<file path="config.mk">
export PLATFORM = sky130hd
export DESIGN_NAME = ifetch_queue
export DESIGN_NICKNAME = d
export VERILOG_FILES = /design/src/rtl/ifetch_queue.sv
export SDC_FILE = /design/constraint.sdc
export NUM_CORES = 1
export LEC_CHECK = 0
export ABC_AREA = 1
export ABC_CLOCK_PERIOD_IN_PS = 18250
export CORE_MARGIN = 5
export CORE_UTILIZATION = 30
export DETAILED_ROUTE_END_ITERATION = 10
export PLACE_DENSITY = 0.46
export SLEW_MARGIN = 40
export SYNTH_ARGS = -nofsm -noshare
export SYNTH_HDL_FRONTEND = slang
export SYNTH_SLANG_ARGS = --single-unit
</file>
<file path="constraint.sdc">
create_clock -name i_clk -period 18.25 [get_ports i_clk]
set_clock_uncertainty 0.15 [all_clocks]
set_input_delay 5.475 -clock i_clk [delete_from_list [all_inputs] [get_ports i_clk]]
set_output_delay 5.475 -clock i_clk [all_outputs]
set_load 0.01 [all_outputs]
</file>
<file path="src/rtl/ifetch_queue.sv">
// ifetch_queue: fall-through fetch buffer sitting between fetch and decode.
// Holds up to DEPTH {instr, pc, pc+4} triples, with stall back-pressure,
// a redirect flush and an occupancy count.
// Ports:
//   i_clk, i_reset                 clock, sync active-high reset
//   i_ValidF, i_InstrF, i_PCF,
//   i_PCPlus4F, o_ReadyF           fetch-side push handshake
//   i_StallD, o_ValidD, o_InstrD,
//   o_PCD, o_PCPlus4D              decode-side head entry and pop control
//   i_FlushE                       discard every queued entry
//   o_CountF                       occupancy, 0..DEPTH
module ifetch_queue #(
  parameter int              XLEN  = 32,
  parameter int              DEPTH = 4,
  parameter logic [XLEN-1:0] NOP   = 32'h0000_0013,
  localparam int             AW    = $clog2(DEPTH)
) (
  input  logic            i_clk,
  input  logic            i_reset,
  input  logic            i_ValidF,
  input  logic [XLEN-1:0] i_InstrF,
  input  logic [XLEN-1:0] i_PCF,
  input  logic [XLEN-1:0] i_PCPlus4F,
  output logic            o_ReadyF,
  input  logic            i_StallD,
  input  logic            i_FlushE,
  output logic            o_ValidD,
  output logic [XLEN-1:0] o_InstrD,
  output logic [XLEN-1:0] o_PCD,
  output logic [XLEN-1:0] o_PCPlus4D,
  output logic [AW:0]     o_CountF
);

  localparam logic [AW:0] FULL = (AW+1)'(DEPTH);

  // One packed word per entry so the three fields always move together.
  logic [3*XLEN-1:0] r_mem [DEPTH];
  logic [AW-1:0]     r_wr_ptr;
  logic [AW-1:0]     r_rd_ptr;
  logic [AW:0]       r_count;

  logic              w_ready;
  logic              w_valid;
  logic              w_push;
  logic              w_pop;
  logic [3*XLEN-1:0] w_head;

  assign w_ready = (r_count != FULL);
  assign w_valid = (r_count != '0);
  assign w_push  = i_ValidF & w_ready & ~i_FlushE;
  assign w_pop   = w_valid & ~i_StallD & ~i_FlushE;
  assign w_head  = r_mem[r_rd_ptr];

  // Storage holds no reset; validity is tracked by r_count alone.
  always_ff @(posedge i_clk) begin
    if (w_push) begin
      r_mem[r_wr_ptr] <= {i_InstrF, i_PCF, i_PCPlus4F};
    end
  end

  always_ff @(posedge i_clk) begin
    if (i_reset || i_FlushE) begin
      r_wr_ptr <= '0;
      r_rd_ptr <= '0;
      r_count  <= '0;
    end else begin
      if (w_push) begin
        r_wr_ptr <= r_wr_ptr + AW'(1);
      end
      if (w_pop) begin
        r_rd_ptr <= r_rd_ptr + AW'(1);
      end
      unique case ({w_push, w_pop})
        2'b10:   r_count <= r_count + (AW+1)'(1);
        2'b01:   r_count <= r_count - (AW+1)'(1);
        default: r_count <= r_count;
      endcase
    end
  end

  // Head is driven from state only, so fetch inputs never reach decode
  // outputs combinationally.
  assign o_ReadyF   = w_ready;
  assign o_ValidD   = w_valid;
  assign o_CountF   = r_count;
  assign o_InstrD   = w_valid ? w_head[3*XLEN-1:2*XLEN] : NOP;
  assign o_PCD      = w_valid ? w_head[2*XLEN-1:XLEN]   : '0;
  assign o_PCPlus4D = w_valid ? w_head[XLEN-1:0]        : '0;

endmodule

</file>
==> metrics.yaml, run 1 <==
clk_pin_slew_ns: 0.06
place_congestion: 0.686
syn_area_um2: 15400
synthCells: 1205
post_cts_resized: 0
swShare: 0.203
leakagePower_uw: 0.00638
cts-htree-levels: 2
rows: 83
grt_use_total: 0.136
status: "finished clean"
drt_iter0_drc: 518
rr_worst_depth: 5
seq_power_share: 0.511
worstHoldPathCells: 2
crit_arrival_ns: 3.65
busiest_layer: "met2"
cts_sinks: 393
regArea_um2: 11700
tightest_slew_ns: 0.839
fillers: 4930
fin_util: 0.379
gr-total-overflow: 0
cts_root_buf: "clkbuf_16"
avgViaCountPerCell: 4.55
cts_buffers: 45
rr_startpoint: "o_CountF[1]"
slew_violations: 0
syn_avg_cell_area_um2: 12.8
fin_crit_sh: 0.508
yosysWarnings: 0
ios: 202
area_growth_pct: 25.8
slew_headroom: 0.440
drive_gt1_frac: 0.0561
cp_max_fo: 49
cts_buffer_depth: 3
p_switching_uw: 400
rsz0062_at_grt: "no"
finalSetupViolations: 0
multi_input_area_um2: 3160
fin_setup_tns_ns: 0
synth_top_family_by_area: "simple AND/OR/NAND/NOR gates"
internal_power_uw: 1570
first_global_vias: 9954
synth-compound-area-share: 0.0956
setup.worst_path.end: "o_InstrD[0]"
port_buffers: 201
power.density_nw_per_um2: 102
ctsHoldBuffers: 0
final_hold_viol_count: 0
die_height_um: 237
synth_nets: 1312
clock_latency_ns: 0.56
fin_nets: 1501
globalRouteMet3Util: 0.0280
post_cts_buffers: 0
dr.pass1.iters: 6
crit_path_start_kind: "register"
pwr-share-clk: 0.438
ys_seq_area_frac: 0.761
rrSetupSlack_ns: 15.94
totalWireLength_um: 38600
dpl.hpwl_um: 21300
grt_pass1_wl_um: 60000
synthAdderAreaFrac: 0.00536
drv_cap: 0
yosys.area_share.simple: 0.103
cts_tree: "done"
p_comb_frac: 0.051
core-area_um2: 51100
min_path_type: "reg -> reg"
drc_errors: 0
grtUsageMet2: 0.231
muxShareOfSynthArea: 0
die_width_um: 237
fmax_mhz: 108
drtAntennaViolNets: 0
ys_ff_latch: 393
r2r-end: "r_mem[1][33]"
post_drt_wl_per_cell_um: 18.3
start_util: 0.301
cp-end-kind: "primary output"
grt_max_degree: 99
antenna_found_initial: 1
ys_types: 17
dr_total_vias: 9588
die_area_um2: 56000
setup.worst_path.class: "reg -> out"
grt.met1_usage: 0.177
cp_data_required_time_ns: 12.62
post-route-min-period_ns: 9.27
ir_worst_vdd_mv: 0.0688
synthXorXnorAreaFrac: 0
-- cell type report --
type | instances | share of cell area
diodes | 2 | 0.000258
clock buffers | 64 | 0.0650
clock inverters | 16 | 0.00781
inverters | 20 | 0.00433
multi-input cells | 719 | 0.163
flip-flops and latches | 393 | 0.605
well taps | 680 | 0.0439
repair buffers | 215 | 0.111
-- cells in the final DEF, fill, tap and decap left out, types with 8 or more instances in the layout --
| cell type | n |
|---|---|
| clkinv_1 | 8 |
| a21oi_1 | 104 |
| clkbuf_1 | 15 |
| edfxtp_1 | 384 |
| nor2_1 | 381 |
| o21ai_1 | 27 |
| clkdlybuf4s50_1 | 201 |
| inv_1 | 17 |
| nand2_1 | 29 |
| clkbuf_16 | 47 |
| o21ai_0 | 163 |
-- cells by family after synthesis --
logic type / Yosys count
simple gates: 419
flops: 393
compound gates: 294
buf+inv: 93
fa+ha+maj: 6
-- flip-flops by register name, summed over array words and instances, names as in the netlist, named ones only --
register,count
o_CountF,3
r_mem,384
r_rd_ptr,2
r_wr_ptr,2
-- critical path: stages, from the launching register on --
cell             delay (ns)
dfxtp_4                0.80
inv_4                  0.44
buf_4                  0.46
nand2_1                0.15
a21oi_1                0.04
o21ai_0                0.46
clkdlybuf4s50_1        0.66
-- synthesized netlist by cell type --
| master | number | share of area |
|---|---|---|
| ha_1 | 5 | 0.0041 |
| fa_1 | 1 | 0.0013 |
| nand3_1 | 5 | 0.0016 |
| buf_1 | 9 | 0.0022 |
| buf_4 | 12 | 0.0059 |
| dfxtp_1 | 9 | 0.012 |
| edfxtp_1 | 384 | 0.75 |
| inv_1 | 18 | 0.0044 |
| o21ai_0 | 163 | 0.053 |
| buf_2 | 13 | 0.0042 |
| a21oi_1 | 104 | 0.034 |
| nand2_1 | 29 | 0.0071 |
| clkbuf_1 | 20 | 0.0049 |
| nor2_1 | 385 | 0.094 |
| buf_6 | 19 | 0.014 |
| o21ai_1 | 27 | 0.0088 |
| inv_2 | 2 | 0.00049 |
-- routing by layer --
| metal | wire, um | share of wire |
|---|---|---|
| met1 | 17400 | 0.45 |
| met2 | 18500 | 0.48 |
| met3 | 1930 | 0.050 |
| met4 | 717 | 0.019 |
| met5 | 13 | 0.00034 |
-- stage by stage --
step	worst slack (ns)	total power, uW	instance area (um^2)	hold WS, ns	instances
after floorplan	7.73	1070	15400	0.314	1205
after global placement	9.47	1130	17900	0.334	2027
after detailed placement	9.47	1130	18000	0.339	2027
after CTS	8.82	2000	19400	0.347	2107
after global routing	8.70	2050	19400	0.366	2107
final	8.98	1970	19400	0.342	2109
-- power groups by stage --
| stage | clock [uW] | sequential (uW) | combinational (uW) |
|---|---|---|---|
| after floorplan | 0 | 1030 | 37.7 |
| after global placement | 0 | 1030 | 102 |
| after detailed placement | 0 | 1030 | 102 |
| after CTS | 891 | 1010 | 103 |
| after global routing | 928 | 1010 | 110 |
| final | 863 | 1010 | 100 |
-- worst min-delay path by stage --
| stage | start | endpoint | slack (ns) |
|---|---|---|---|
| finish | o_CountF[0] | o_CountF[0] | 0.34 |
| global placement | o_CountF[0] | o_CountF[0] | 0.33 |
| CTS | o_CountF[0] | o_CountF[0] | 0.35 |
| global route | r_rd_ptr[1] | register | 0.37 |
| detailed placement | o_CountF[0] | o_CountF[0] | 0.34 |
| floorplan | r_rd_ptr[1] | register | 0.31 |
Note: power is estimated with default switching activity, not from simulation.
==> inputs of run 2 (changes only) <==
ABC_CLOCK_PERIOD_IN_PS = 8900   (was 18250)
clock period = 8.9 ns   (was 18.25 ns; I/O delays follow)
==> run 2 against run 1 <==
Compared with the run above:
- critical path depth unchanged
- clock-buffer cell count decreased by 11
- total power increased by 100%
- final cell count decreased by 0.19%
- sequential share of layout area increased by 0.12 points
- non-clock buffer count increased by 3
- highest routed layer unchanged
- sequential power increased by 100%
- register-to-register slack got worse by 9.6 ns
- critical path type unchanged
- largest cell class unchanged
- die area unchanged
- global-route usage about the same
==> metrics.yaml, run 2 (synthesis gave the netlist of run 1 again) <==
leakagePower_uw: 0.00637
largest-register: "r_mem"
final_common_cell: "edfxtp_1"
rr_worst_depth: 5
crit_path_start_kind: "register"
cts_buffer_depth: 3
gr-total-overflow: 0
die_width_um: 237
fin_setup_tns_ns: 0
multi_input_area_um2: 3160
drt_iter0_drc: 540
clock_latency_ns: 0.55
clk_pin_slew_ns: 0.06
antenna_found_initial: 2
fmax_mhz: 155
core-area_um2: 51100
drv_cap: 0
ios: 202
drtAntennaViolNets: 0
cts_sinks: 393
first_global_vias: 9668
port_buffers: 201
crit_chain: "inv_4 -> buf_4 -> nand2_1 -> a21oi_1 -> o21ai_0 -> clkdlybuf4s50_1"
post_drt_wl_per_cell_um: 18.6
area_growth_pct: 25.6
crit_arrival_ns: 3.61
worstHoldPathCells: 2
dpl.hpwl_um: 22000
post_cts_resized: 0
total_power_uw: 3980
critPathMaxStageDelay_ns: 0.78
slew_headroom: 0.488
diodes: 0
final_hold_viol_count: 0
drive_gt1_frac: 0.0604
rows: 83
cp_num_buf_inv: 3
fin_nets: 1503
cp-end-kind: "primary output"
cp_max_fo: 53
post_cts_buffers: 0
slew_violations: 0
totalWireLength_um: 39200
place_congestion: 0.725
ir_worst_vdd_mv: 0.125
cts-htree-levels: 2
critPathSlowestCell: "dfxtp_4"
crit_family: "buffers and inverters"
cts_root_buf: "clkbuf_16"
tightest_slew_ns: 0.768
grt_max_degree: 85
finalSetupViolations: 0
dr.pass1.iters: 5
final_cell_mix: "edfxtp_1 (384), nor2_1 (381), clkdlybuf4s50_1 (201), o21ai_0 (163), a21oi_1 (104)"
rsz0062_at_grt: "no"
cts_tree: "done"
dr_total_vias: 9606
start_util: 0.301
cp.depth: 6
drc_errors: 0
grt_use_total: 0.135
setup.worst_path.class: "reg -> out"
status: "finished clean"
largest_reg_flops: 384
post-route-min-period_ns: 6.43
regArea_um2: 11700
fillers: 4921
min_path_type: "reg -> reg"
avgViaCountPerCell: 4.56
ctsHoldBuffers: 0
cp_data_required_time_ns: 6.08
die_area_um2: 56000
grt_pass1_wl_um: 58900
cts_buffers: 44
power.density_nw_per_um2: 206
fin_crit_sh: 0.723
die_height_um: 237
-- run 2: per-layer routing --
metal / part of all wire / GRT usage / up-vias
met5: 0.00087 / 0 / -
met1: 0.45 / 0.178 / 4688
met2: 0.48 / 0.227 / 219
met3: 0.049 / 0.0294 / 59
met4: 0.020 / 0.0401 / 4
li1: - / - / 4636
-- run 2: final timing paths --
path	startpoint	slack [ns]	endpoint
min	o_CountF[0]	0.35	o_CountF[0]
max	register	2.47	o_InstrD[0]
max reg2reg	o_CountF[1]	6.30	r_mem[1][14]
min reg2reg	o_CountF[0]	0.35	o_CountF[0]
-- run 2: metrics by stage --
| step | cell area [um^2] | hold slack [ns] | instances | setup slack [ns] | util |
|---|---|---|---|---|---|
| detailed placement | 18000 | 0.344 | 2030 | 2.89 | 0.352 |
| finish | 19300 | 0.352 | 2105 | 2.47 | 0.378 |
| CTS | 19300 | 0.354 | 2105 | 2.26 | 0.378 |
| global route | 19300 | 0.399 | 2105 | 2.23 | 0.378 |
| global placement | 17900 | 0.347 | 2029 | 2.90 | 0.351 |
| floorplan | 15400 | 0.314 | 1205 | 1.18 | - |
-- run 2: where the power goes --
| group | total, uW | internal, uW | switching (uW) |
|---|---|---|---|
| Sequential | 2070 | 2060 | 6.67 |
| Clock | 1710 | 1010 | 702 |
| Combinational | 204 | 94.1 | 110 |
| Total | 3980 | 3160 | 819 |
-- run 2: cell type report --
cell class                      count  share of cell area
Clock buffer                       53              0.0598
Multi-Input combinational cell    719               0.164
Timing Repair Buffer              218               0.112
Tap cell                          680              0.0440
Inverter                           20             0.00453
Clock inverter                     22             0.00964
Sequential cell                   393               0.606
-- run 2: tightest hold or removal path, stage by stage (launching register included) --
cell and delay, ns:
dfxtp_1 0.33, nand2_1 0.07, a21oi_1 0.06
